## src/rtl/credit_link_transmitter_if.sv

```systemverilog
// Signal bundle for the transmit side of a credit-based channel.
// Carries the upstream FIFO-style write handshake, the launched link
// word, the returned-credit pulse and the credit status outputs.
interface credit_link_transmitter_if #(
   parameter int DATA_WIDTH   = 32,
   parameter int CREDIT_WIDTH = 5
);

   logic                    if_write;
   logic [DATA_WIDTH-1:0]   if_din;
   logic                    if_full_n;
   logic                    link_valid;
   logic [DATA_WIDTH-1:0]   link_data;
   logic                    credit_return;
   logic [CREDIT_WIDTH-1:0] credit_cnt;
   logic                    credit_overflow;

   // Environment side: writes words, returns credits, watches the link.
   modport master (
      output if_write, if_din, credit_return,
      input  if_full_n, link_valid, link_data, credit_cnt, credit_overflow
   );

   // Transmitter side: accepts words, launches them, counts credits.
   modport slave (
      input  if_write, if_din, credit_return,
      output if_full_n, link_valid, link_data, credit_cnt, credit_overflow
   );

endinterface

```

## src/rtl/credit_link_transmitter.sv

```systemverilog
// Transmit end of a credit-based inter-region channel.
// Words written upstream are launched onto a ready-less link; each launch
// consumes one credit and each returned credit (optionally delayed through
// a short register pipe) restores one. The full flag is a pure register
// so the upstream write path never sees a combinational path from inputs.
module credit_link_transmitter #(
   parameter int DATA_WIDTH   = 32,
   parameter int CREDITS      = 24,
   parameter int CREDIT_WIDTH = $clog2(CREDITS + 1),
   parameter int OUTPUT_REG   = 1,
   parameter int CREDIT_PIPE  = 0
) (
   input logic                      clk,
   input logic                      reset,
   credit_link_transmitter_if.slave link
);

   localparam logic [CREDIT_WIDTH-1:0] MaxCredits = CREDIT_WIDTH'(CREDITS);

   logic                    accept;
   logic                    creditIn;
   logic [CREDIT_WIDTH-1:0] cnt_q, cnt_d;
   logic                    fullN_q, fullN_d;
   logic                    overflow_q, overflow_d;
   logic [DATA_WIDTH-1:0]   data_q, data_d;

   // A word is taken only while the registered flag says a credit exists,
   // which also guarantees the counter can never go below zero.
   assign accept = link.if_write & fullN_q;

   generate
      if (CREDIT_PIPE == 0) begin : gNoPipe
         assign creditIn = link.credit_return;
      end else begin : gPipe
         logic [CREDIT_PIPE-1:0] pipe_q, pipe_d;

         // Shift the returned-credit pulse along the delay line.
         always_comb begin
            pipe_d    = pipe_q << 1;
            pipe_d[0] = link.credit_return;
         end

         // Delay-line registers; cleared so no phantom credits survive reset.
         always_ff @(posedge clk) begin
            if (reset) pipe_q <= '0;
            else       pipe_q <= pipe_d;
         end

         assign creditIn = pipe_q[CREDIT_PIPE-1];
      end
   endgenerate

   // Credit arithmetic: spend on accept, refund on return, saturate at the
   // receiver depth and flag a return that would exceed it.
   always_comb begin
      cnt_d      = cnt_q;
      overflow_d = overflow_q;
      if (accept && !creditIn) begin
         cnt_d = cnt_q - CREDIT_WIDTH'(1);
      end else if (!accept && creditIn) begin
         if (cnt_q == MaxCredits) overflow_d = 1'b1;
         else                     cnt_d      = cnt_q + CREDIT_WIDTH'(1);
      end
      fullN_d = (cnt_d != '0);
   end

   // Counter, full flag and sticky error registers.
   always_ff @(posedge clk) begin
      if (reset) begin
         cnt_q      <= MaxCredits;
         fullN_q    <= 1'b0;
         overflow_q <= 1'b0;
      end else begin
         cnt_q      <= cnt_d;
         fullN_q    <= fullN_d;
         overflow_q <= overflow_d;
      end
   end

   // Capture the launched word so the link data holds between launches.
   always_comb begin
      data_d = data_q;
      if (accept) data_d = link.if_din;
   end

   // Last-launched-word register.
   always_ff @(posedge clk) begin
      if (reset) data_q <= '0;
      else       data_q <= data_d;
   end

   generate
      if (OUTPUT_REG != 0) begin : gRegOut
         logic valid_q;

         // Registered launch: accepted word appears on the link one cycle later.
         always_ff @(posedge clk) begin
            if (reset) valid_q <= 1'b0;
            else       valid_q <= accept;
         end

         assign link.link_valid = valid_q;
         assign link.link_data  = data_q;
      end else begin : gPassOut
         assign link.link_valid = accept;
         assign link.link_data  = accept ? link.if_din : data_q;
      end
   endgenerate

   assign link.if_full_n       = fullN_q;
   assign link.credit_cnt      = cnt_q;
   assign link.credit_overflow = overflow_q;

endmodule

```

## src/flat_wrapper.sv

```systemverilog
// flat-port wrapper written by rule: the top's interface ports become plain ports
module credit_link_transmitter_flat 
#(
   parameter int DATA_WIDTH   = 32,
   parameter int CREDITS      = 24,
   parameter int CREDIT_WIDTH = $clog2(CREDITS + 1),
   parameter int OUTPUT_REG   = 1,
   parameter int CREDIT_PIPE  = 0
)
  (clk, reset, link_if_write, link_if_din, link_credit_return, link_if_full_n, link_link_valid, link_link_data, link_credit_cnt, link_credit_overflow);
  credit_link_transmitter_if #(.DATA_WIDTH(DATA_WIDTH), .CREDIT_WIDTH(CREDIT_WIDTH)) link_i ();
  input logic clk;
  input logic reset;
  input wire logic [$bits(link_i.if_write)-1:0] link_if_write;
  input wire logic [$bits(link_i.if_din)-1:0] link_if_din;
  input wire logic [$bits(link_i.credit_return)-1:0] link_credit_return;
  output wire logic [$bits(link_i.if_full_n)-1:0] link_if_full_n;
  output wire logic [$bits(link_i.link_valid)-1:0] link_link_valid;
  output wire logic [$bits(link_i.link_data)-1:0] link_link_data;
  output wire logic [$bits(link_i.credit_cnt)-1:0] link_credit_cnt;
  output wire logic [$bits(link_i.credit_overflow)-1:0] link_credit_overflow;
  assign link_i.if_write = link_if_write;
  assign link_i.if_din = link_if_din;
  assign link_i.credit_return = link_credit_return;
  assign link_if_full_n = link_i.if_full_n;
  assign link_link_valid = link_i.link_valid;
  assign link_link_data = link_i.link_data;
  assign link_credit_cnt = link_i.credit_cnt;
  assign link_credit_overflow = link_i.credit_overflow;
  credit_link_transmitter #(.DATA_WIDTH(DATA_WIDTH), .CREDITS(CREDITS), .CREDIT_WIDTH(CREDIT_WIDTH), .OUTPUT_REG(OUTPUT_REG), .CREDIT_PIPE(CREDIT_PIPE)) u_core (.clk(clk), .reset(reset), .link(link_i));
endmodule
```

## config.mk

```make
export PLATFORM = sky130hd
export DESIGN_NAME = credit_link_transmitter_flat
export DESIGN_NICKNAME = d
export VERILOG_FILES = /design/src/rtl/credit_link_transmitter_if.sv /design/src/rtl/credit_link_transmitter.sv /design/src/flat_wrapper.sv
export SDC_FILE = /design/constraint.sdc
export NUM_CORES = 1
export LEC_CHECK = 0
export CAP_MARGIN = 25
export CORE_MARGIN = 4
export CORE_UTILIZATION = 40
export DETAILED_ROUTE_END_ITERATION = 10
export PLACE_DENSITY = 0.79
export REMOVE_ABC_BUFFERS = 1
export SLEW_MARGIN = 20
export SYNTH_ARGS = -nofsm -noshare
export SYNTH_HDL_FRONTEND = slang
export SYNTH_SLANG_ARGS = --single-unit
```

## constraint.sdc

```tcl
create_clock -name clk -period 2.97 [get_ports clk]
set_clock_uncertainty 0.05 [all_clocks]
set_input_delay 0.594 -clock clk [delete_from_list [all_inputs] [get_ports clk]]
set_output_delay 0.594 -clock clk [all_outputs]
set_load 0.05 [all_outputs]
```

==> results.md <==
* Outcome: completed
* Crit path required time at 2.33 ns
* Cts hold-fix bufs at 0
* Final min period at 2.261 ns
* Crit path DAT at 1.62 ns
* Number of global-route vias before repair at 1398
* CTS sink cnt at 40
* Worst path slowest cell: clkdlybuf4s50_1
* Critical path depth in cells at 1
* Worst IR drop on VDD at 0.3497 mV
* CTS Buf Count at 5
* Chip height at 70.46 um
* Worst skew pair latency at 0.28 ns
* 1st-pass router iterations at 4
* Antenna-violating nets left at 0
* Crit-path cells: clkdlybuf4s50_1
* Clock root cell: clkbuf_8
* Util after Layout at 0.6643
* Top-Level Pins at 76
* CTS tree: yes
* Syn-to-layout area delta at 58.22%
* Worst-Margin Slew at 0.7543 ns
* Tcrit/Tclk final at 0.7612
* #FFs+latches synth at 40
* Initial Util at 0.4199
* Post-Syn Area per Cell at 8.043 um^2
* Slew margin rel. at 0.4956
* CP delay by family, top: buffers and inverters
* RR Endpoint: u_core.link.if_full_n
* Vias at 1514
* Final Hold Fails at 0
* Max Cap Viol at 0
* Ant diodes at 0
* Vias/cell at 4.761
* Die width at 70.46 um
* Synthesized area at 0.001560 mm^2
* Critical path launch point type: register
* CTS max path bufs at 2
* Pwr dens at 629.6 mW/mm^2
* Hold crit path type: register to register
* DR DRC count at 0
* Total wire length at 3936 um
* # nets final at 307
* Total power at 1.554 mW
* Number of antenna violations at the first check in global routing at 0
* Crit path capture: link_credit_cnt[1]
* RePlAce Congestion at 0.8513
* First-pass GRT wire length at 6403 um
* Setup-failing EPs final at 0
* PortBufs at 75
* Worst r2r path cells at 7
* Row count at 22
* Die area at 0.004964 mm^2
* Max stage delay on crit path at 0.86 ns
* Largest net degree at the start of global routing at 23
* Max-slew violation count at 0
* Unrepaired setup endpoints after global routing: false
* Leak Pwr at 0.9019 nW
* Place WS at 0.6627 ns
* Overall Global Routing Usage at 0.1616
* Reg clk slew, reported paths at 0.07 ns
* Area of the core at 0.003716 mm^2
* Dpl hpwl at 2844 um
* Reg2reg setup slack at 1.04 ns
* Violation count after the first detailed-route iteration at 96
* Cells after synthesis at 194
* Worst Path Buf+Inv at 1
* Post-synthesis cell type count at 29
* Gr ovfl total at 0
* Fmax at 0.4423 GHz
* Wire per inst at 12.38 um
* Gates resized, CTS repair at 0
* Number of fillers in the final layout at 342
* Synth warn at 0
* Seq/Total Area, Yosys at 0.5132
* Crit path max fanout at 8
* Final WS setup at 0.7093 ns
* CP Capture Type: output port
* Setup TNS at 0 ns
* Hold_sp: u_core.link.link_data[6]
* Share of layout cells above drive strength 1 at 0.05556
* Crit path from: u_core.link.credit_cnt[1]
* Critical path class: register to output port
* Setup bufs post-CTS at 0
* R2r startpoint: u_core.link.credit_cnt[1]
* Max H-tree Level at 2
==> stage by stage <==
stage | instance area [um^2] | instances | hold slack, ns
5_1_grt | 2469 | 318 | 0.4218
3_5_place_dp | 2361 | 310 | 0.3959
4_1_cts | 2469 | 318 | 0.4067
3_3_place_gp | 2361 | 310 | 0.3909
6_report | 2469 | 318 | 0.4051
2_1_floorplan | 1505 | 181 | 0.6131
==> sequential cells by signal, indices dropped and copies added (netlist names) <==
| register | count |
|---|---|
| u_core.link.if_full_n | 1 |
| u_core.link.link_data | 32 |
| u_core.link.credit_overflow | 1 |
| u_core.link.link_valid | 1 |
| u_core.link.credit_cnt | 5 |
==> cell type report <==
type | instances | area, um^2 | area share
clock buffer | 6 | 72.57 | 0.02940
clock inverter | 2 | 35.03 | 0.01419
inverter | 3 | 11.26 | 0.004562
multi-input combinational | 138 | 693.2 | 0.2808
sequential | 40 | 800.8 | 0.3244
tap | 48 | 60.06 | 0.02433
timing repair buffer | 81 | 795.8 | 0.3224
==> cell usage in the layout (no fill, tap or decap), types with 2 or more instances in the layout <==
master	n
or3_1	2
a21oi_1	34
dfxtp_1	40
a31oi_1	2
nand3_1	4
a311oi_1	2
nand2_1	68
nor2_1	5
ha_1	2
clkdlybuf4s50_1	75
nand2b_1	2
inv_1	3
buf_4	6
xnor2_1	4
clkbuf_8	5
==> cells in the mapped netlist, drive strengths merged <==
library cell   n  area (um^2)
a211oi         1        7.510
a21oi         34        170.2
a311oi         2        17.52
a31oi          2        12.51
a41oi          1        8.760
and2           1        6.260
and3           1        6.260
buf            9        40.04
clkbuf         4        15.01
dfxtp         40        800.8
ha             2        25.02
inv            3        11.26
nand2         68        255.2
nand2b         2        12.51
nand3          4        20.02
nand3b         1        7.510
nand4          1        6.260
nand4b         1        23.77
nor2           5        18.77
nor3           1        5.000
o21ai          1        5.000
o22ai          1        12.51
o32ai          1        8.760
or2b           1        7.510
or3            2        12.51
or3b           1        8.760
xnor2          4        35.03
==> how the worst min path moves through the flow <==
stage,to,slack (ns),cells past startpoint
after detailed placement,u_core.link.link_data[6],0.40,2
after global routing,u_core.link.link_data[25],0.42,2
after global placement,u_core.link.link_data[14],0.39,2
after CTS,u_core.link.link_data[6],0.41,2
final,u_core.link.link_data[6],0.41,2
after floorplan,u_core.link.link_data[0],0.61,1
==> cell families after synthesis <==
| kind of cell | synth area share |
|---|---|
| xor gates and xnor gates | 0.02245 |
| AOI/OAI and AO/OA | 0.1556 |
| buffers and inverters | 0.04250 |
| DFF | 0.5132 |
| and+or+nand+nor | 0.2502 |
| adders and majority gates | 0.01604 |
==> power breakdown <==
group	internal, mW	switching (mW)
combinational	0.215	0.293
sequential	0.577	0.0423
clock	0.249	0.178
==> layer usage <==
metal	vias up	global-route usage	share of wire
met5	-	0	0
li1	789	-	-
met4	0	0.06383	0.013
met1	667	0.1938	0.43
met3	5	0.06475	0.089
met2	53	0.2568	0.46
No activity file was read; power rests on OpenSTA's default activity.
